--- config.mk ---
export PLATFORM = sky130hd
export DESIGN_NAME = ram_bist_ctrl_flat
export DESIGN_NICKNAME = d
export VERILOG_FILES = /design/src/rtl/ram_bist_if.sv /design/src/rtl/ram_bist_ctrl.sv /design/src/flat_wrapper.sv
export SDC_FILE = /design/constraint.sdc
export NUM_CORES = 1
export LEC_CHECK = 0
export BUFFER_PORTS_ARGS = -buffer_cell sky130_fd_sc_hd__buf_2
export CAP_MARGIN = 20
export CORE_ASPECT_RATIO = 1.75
export CORE_MARGIN = 2
export CORE_UTILIZATION = 50
export DETAILED_ROUTE_END_ITERATION = 12
export PLACE_DENSITY = 0.78
export SLEW_MARGIN = 20
export SYNTH_ARGS = -nofsm -noshare
export SYNTH_HDL_FRONTEND = slang
export SYNTH_SLANG_ARGS = --single-unit
--- constraint.sdc ---
create_clock -name CLK -period 5 [get_ports CLK]
set_clock_uncertainty 0.05 [all_clocks]
set_input_delay 0.75 -clock CLK [delete_from_list [all_inputs] [get_ports CLK]]
set_output_delay 0.75 -clock CLK [all_outputs]
set_load 0.05 [all_outputs]
--- src/rtl/ram_bist_if.sv ---
// RAM master bus between the BIST controller and a single-port RAM.
// Bus semantics: there is no valid/ready pair. M_RW is a per-cycle strobe:
// when M_RW=1 the RAM stores M_DIN at M_ADDR on the next rising CLK edge;
// when M_RW=0 the RAM drives M_DOUT combinationally from M_ADDR and the
// master samples it on that same edge.
interface ram_bist_if #(
  parameter int ADDR_W = 2,
  parameter int DATA_W = 8
);
  logic              M_RW;
  logic [ADDR_W-1:0] M_ADDR;
  logic [DATA_W-1:0] M_DIN;
  logic [DATA_W-1:0] M_DOUT;

  modport master (output M_RW, output M_ADDR, output M_DIN, input M_DOUT);
  modport slave  (input M_RW, input M_ADDR, input M_DIN, output M_DOUT);
endinterface

--- src/rtl/ram_bist_ctrl.sv ---
// March-style RAM self-test: write P(a) ascending, read/compare ascending,
// write ~P(a) descending, read/compare descending, then report.
// Every output is decoded from registers only; M_DOUT feeds state, never outputs.
module ram_bist_ctrl #(
  parameter int                ADDR_W  = 2,
  parameter int                DATA_W  = 8,
  parameter logic [DATA_W-1:0] PATTERN = 8'hA5
) (
  input  logic              CLK,
  input  logic              CLR,
  input  logic              START,
  ram_bist_if.master        m,
  output logic              BUSY,
  output logic              DONE,
  output logic              PASS,
  output logic [ADDR_W-1:0] FAIL_ADDR,
  output logic [DATA_W-1:0] FAIL_DATA,
  output logic [ADDR_W+1:0] ERR_CNT,
  output logic [2:0]        dbg_state
);

  typedef enum logic [2:0] {
    S_IDLE = 3'd0,
    S_WR_P = 3'd1,
    S_RD_P = 3'd2,
    S_WR_N = 3'd3,
    S_RD_N = 3'd4,
    S_DONE = 3'd5
  } state_t;

  localparam logic [ADDR_W-1:0] ADDR_MAX = {ADDR_W{1'b1}};

  state_t            state_q, state_d;
  logic [ADDR_W-1:0] addr_q, addr_d;
  logic [ADDR_W+1:0] err_q, err_d;
  logic [ADDR_W-1:0] fa_q, fa_d;
  logic [DATA_W-1:0] fd_q, fd_d;
  logic [DATA_W-1:0] want;
  logic              cmp;
  logic [DATA_W-1:0] din;

  // Forward pattern: base seed plus zero-extended address, wrapping.
  function automatic logic [DATA_W-1:0] pat_p(input logic [ADDR_W-1:0] a);
    return PATTERN + DATA_W'(a);
  endfunction

  // State, address and result registers; CLR aborts immediately.
  always_ff @(posedge CLK or posedge CLR) begin
    if (CLR) begin
      state_q <= S_IDLE;
      addr_q  <= '0;
      err_q   <= '0;
      fa_q    <= '0;
      fd_q    <= '0;
    end else begin
      state_q <= state_d;
      addr_q  <= addr_d;
      err_q   <= err_d;
      fa_q    <= fa_d;
      fd_q    <= fd_d;
    end
  end

  // Next-state, address sequencing and mismatch bookkeeping.
  always_comb begin
    state_d = state_q;
    addr_d  = addr_q;
    err_d   = err_q;
    fa_d    = fa_q;
    fd_d    = fd_q;
    want    = '0;
    cmp     = 1'b0;
    case (state_q)
      S_IDLE, S_DONE: begin
        if (START) begin
          state_d = S_WR_P;
          addr_d  = '0;
          err_d   = '0;
          fa_d    = '0;
          fd_d    = '0;
        end
      end
      S_WR_P: begin
        if (addr_q == ADDR_MAX) begin
          state_d = S_RD_P;
          addr_d  = '0;
        end else begin
          addr_d = addr_q + 1'b1;
        end
      end
      S_RD_P: begin
        want = pat_p(addr_q);
        cmp  = 1'b1;
        if (addr_q == ADDR_MAX) begin
          state_d = S_WR_N;
          addr_d  = ADDR_MAX;
        end else begin
          addr_d = addr_q + 1'b1;
        end
      end
      S_WR_N: begin
        if (addr_q == '0) begin
          state_d = S_RD_N;
          addr_d  = ADDR_MAX;
        end else begin
          addr_d = addr_q - 1'b1;
        end
      end
      S_RD_N: begin
        want = ~pat_p(addr_q);
        cmp  = 1'b1;
        if (addr_q == '0) begin
          state_d = S_DONE;
          addr_d  = '0;
        end else begin
          addr_d = addr_q - 1'b1;
        end
      end
      default: begin
        state_d = S_IDLE;
        addr_d  = '0;
      end
    endcase
    // Count of 2N compares at most, so the ADDR_W+2 counter cannot wrap.
    if (cmp && (m.M_DOUT != want)) begin
      err_d = err_q + 1'b1;
      if (err_q == '0) begin
        fa_d = addr_q;
        fd_d = m.M_DOUT;
      end
    end
  end

  // Write data: forward pattern, inverse pattern, or idle zero.
  always_comb begin
    din = '0;
    case (state_q)
      S_WR_P:  din = pat_p(addr_q);
      S_WR_N:  din = ~pat_p(addr_q);
      default: din = '0;
    endcase
  end

  assign BUSY      = (state_q == S_WR_P) || (state_q == S_RD_P) ||
                     (state_q == S_WR_N) || (state_q == S_RD_N);
  assign m.M_RW    = (state_q == S_WR_P) || (state_q == S_WR_N);
  assign m.M_ADDR  = BUSY ? addr_q : '0;
  assign m.M_DIN   = din;
  assign DONE      = (state_q == S_DONE);
  assign PASS      = DONE && (err_q == '0);
  assign FAIL_ADDR = fa_q;
  assign FAIL_DATA = fd_q;
  assign ERR_CNT   = err_q;
  assign dbg_state = state_q;

endmodule
--- src/flat_wrapper.sv ---
// flat-port wrapper written by rule: the top's interface ports become plain ports
module ram_bist_ctrl_flat 
#(
  parameter int                ADDR_W  = 2,
  parameter int                DATA_W  = 8,
  parameter logic [DATA_W-1:0] PATTERN = 8'hA5
)
  (CLK, CLR, START, BUSY, DONE, PASS, FAIL_ADDR, FAIL_DATA, ERR_CNT, dbg_state, m_M_RW, m_M_ADDR, m_M_DIN, m_M_DOUT);
  ram_bist_if #(.ADDR_W(ADDR_W), .DATA_W(DATA_W)) m_i ();
  input  logic CLK;
  input  logic CLR;
  input  logic START;
  output logic BUSY;
  output logic DONE;
  output logic PASS;
  output logic [ADDR_W-1:0] FAIL_ADDR;
  output logic [DATA_W-1:0] FAIL_DATA;
  output logic [ADDR_W+1:0] ERR_CNT;
  output logic [2:0] dbg_state;
  output wire logic [$bits(m_i.M_RW)-1:0] m_M_RW;
  output wire logic [$bits(m_i.M_ADDR)-1:0] m_M_ADDR;
  output wire logic [$bits(m_i.M_DIN)-1:0] m_M_DIN;
  input wire logic [$bits(m_i.M_DOUT)-1:0] m_M_DOUT;
  assign m_M_RW = m_i.M_RW;
  assign m_M_ADDR = m_i.M_ADDR;
  assign m_M_DIN = m_i.M_DIN;
  assign m_i.M_DOUT = m_M_DOUT;
  ram_bist_ctrl #(.ADDR_W(ADDR_W), .DATA_W(DATA_W), .PATTERN(PATTERN)) u_core (.CLK(CLK), .CLR(CLR), .START(START), .m(m_i), .BUSY(BUSY), .DONE(DONE), .PASS(PASS), .FAIL_ADDR(FAIL_ADDR), .FAIL_DATA(FAIL_DATA), .ERR_CNT(ERR_CNT), .dbg_state(dbg_state));
endmodule
==> flow_summary.json <==
{
  "outcome": "finished, final reports clean",
  "synth_cell_types": 44,
  "synth_edf_count": 0,
  "grt_usage_pct": 20.3,
  "initial_core_util_pct": 52.5,
  "drt-total-wl_um": 3150,
  "io_pins": 42,
  "fin_tns_setup_ns": 0,
  "required_ns": 5.12,
  "multiInputGateArea_um2": 805,
  "start_kind": "flop",
  "dieHeight_um": 74.7,
  "synth_cells": 167,
  "tightest_slew_ns": 0.738,
  "overflow": 0,
  "cts_buffers": 3,
  "rsz0062_at_grt": "false",
  "dr.pass1.iters": 4,
  "clock-sinks": 19,
  "busiest_layer": "met2",
  "slew_headroom_pct": 50.8,
  "fin_nets": 219,
  "synth_top_flop_cell": "dfrtp_1",
  "cap_viol_max_count": 0,
  "yosysTopAreaCellShare_pct": 33.3,
  "htree_levels": 1,
  "hold_viol_final": 0,
  "post_cts_buffers": 0,
  "cp_max_fo": 10,
  "clock-root-buffer": "clkbuf_8",
  "synth.avg_cell_area_um2": 8.55,
  "io_buffers": 41,
  "regArea_um2": 475,
  "vias_per_cell": 5.57,
  "drt_drc_violations_left": 0,
  "nFillCells": 246,
  "vias": 1265,
  "syn-num-nets": 185,
  "placementRows": 25,
  "cp_data_arrival_time_ns": 3.37,
  "min_period_over_period_pct": 65.0,
  "synth_area_leaders": "dfrtp_1, mux2i_1, ha_1",
  "yosysWarnings": 0,
  "slew_violations": 0,
  "die_x_um": 44.4,
  "grtUsageMet2_pct": 37.4,
  "drtIter0Drc": 25,
  "final-setup-viol-count": 0,
  "dp_hpwl_um": 2390,
  "core_region_area_um2": 2720,
  "clock_latency_ns": 0.25,
  "use_met3_pct": 2.88,
  "grt_max_degree": 26,
  "diodes": 0,
  "dieArea_um2": 3320,
  "synth_seq_cells": 19,
  "wire_per_inst_um": 13.9,
  "fin_crit_ns": 3.25,
  "gp_congestion": 0.835,
  "synth_top_area_cell": "dfrtp_1",
  "use_met1_pct": 22.8,
  "antenna_found_initial": 0,
  "grt_pass1_wl_um": 5080,
  "cts_resized": 0,
  "clock_path_buffers": 2,
  "clk_pin_slew_ns": 0.07,
  "yosysSeqAreaShare_pct": 33.3,
  "ctsHoldBuffers": 0,
  "crit_type": "reg2reg",
  "hp-class": "reg2reg",
  "async_flop_share_pct": 100,
  "ant_nets": 0,
  "grt_pass1_vias": 1209,
  "final_layout_size_suffix_gt1_share_pct": 24.5,
  "cts_tree": "yes",
  "max_freq_mhz": 308,
  "end_kind": "flop",
  "synth_area_um2": 1430,
  "syn2layout_area_growth_pct": 14.3
}
[cells in the mapped netlist (2+ instances only)]
master    count
dfrtp_1      19
o21ai_0       3
xor2_1        2
ha_1          7
nor3_1        2
and2_1        6
o21a_1        2
nand2b_1      3
nor2_1       17
and4_1        2
nor2b_1       3
buf_4         3
o211ai_1      2
nand2_1      20
a21oi_1       7
o221ai_1      2
buf_6         3
a31oi_1       2
o22ai_1       2
xnor2_1       5
clkbuf_1      4
inv_1        18
mux2i_1      12
[stage by stage]
stage	area (um2)	worst slack [ns]	std cells	hold slack, ns	util, %
after CTS	1630	1.76	227	0.479	60.0
after global placement	1590	1.90	223	0.459	58.3
after detailed placement	1590	1.78	223	0.469	58.3
final	1630	1.75	227	0.472	60.0
after floorplan	1430	1.74	167	0.575	-
after global routing	1630	1.60	227	0.503	60.0
[final timing paths]
| check | startpoint | end | slack (ns) | cells past startpoint |
|---|---|---|---|---|
| setup / recovery | u_core.addr_q[0]$_DFFE_PP0P_ | u_core.FAIL_DATA[4]$_DFF_PP0_ | 1.75 | 8 |
| hold / removal | u_core.FAIL_DATA[7]$_DFF_PP0_ | u_core.FAIL_DATA[7]$_DFF_PP0_ | 0.47 | 2 |
| setup reg to reg | u_core.addr_q[0]$_DFFE_PP0P_ | u_core.FAIL_DATA[4]$_DFF_PP0_ | 1.75 | 8 |
| hold reg to reg | u_core.FAIL_DATA[7]$_DFF_PP0_ | u_core.FAIL_DATA[7]$_DFF_PP0_ | 0.47 | 2 |
| max in group asynchronous | CLR | u_core.FAIL_DATA[1]$_DFF_PP0_ | 3.87 | 2 |
| min in group asynchronous | CLR | u_core.ERR_CNT[2]$_DFFE_PP0P_ | 0.56 | 2 |
[flip-flops by register name, indices dropped and copies added, names as in the netlist]
name,cells
u_core.ERR_CNT,4
u_core.dbg_state,3
u_core.FAIL_DATA,8
u_core.addr_q,2
u_core.FAIL_ADDR,2
[cell families (layout without fill, tap and decap cells)]
group,Yosys count,count (layout),synth area share [%]
AND/OR/NAND/NOR,61,61,21.5
buffers and inverters,30,63,10.3
adder cells (fa/ha/maj),7,7,6.13
AO/OA/AOI/OAI,30,30,15.2
multiplexers,13,13,9.20
XOR/XNOR,7,7,4.29
flip-flops,19,19,33.3
[cells in the final DEF, fill, tap and decap left out, types with 3 or more instances in the layout]
master and count:
mux2i_1 12, nor2_1 17, o21ai_0 3, ha_1 7, a21oi_1 7, clkbuf_8 3, nand2_1 20, nand2b_1 3
and2_1 6, buf_2 41, inv_1 18, nor2b_1 3, dfrtp_1 19, xnor2_1 5
[cell type report]
| cell class | instances | share of cell area (%) |
|---|---|---|
| multi-input cells | 118 | 49.3 |
| flip-flops and latches | 19 | 29.1 |
| repair buffers | 41 | 12.6 |
| inverters | 18 | 4.14 |
| clock buffers | 4 | 2.76 |
| well taps | 27 | 2.07 |
[metal layers]
layer | vias up | part of all wire, % | wire length [um]
li1 | 629 | - | -
met1 | 592 | 40 | 1260
met2 | 40 | 54 | 1710
met3 | 4 | 4.5 | 143
met4 | 0 | 1.0 | 32
met5 | - | 0 | 0
[worst max-delay path, cell delays in order (launching register included)]
cell	delay, ns
dfrtp_1	0.58
inv_1	0.16
ha_1	0.39
nor4bb_1	0.31
a31oi_1	0.09
xnor2_1	0.17
or4_4	0.53
o211ai_2	0.60
mux2i_1	0.27
Power is left out: the tool's default activity adds up to more than one toggle a clock period on the data nets, which glitch-free logic cannot reach.
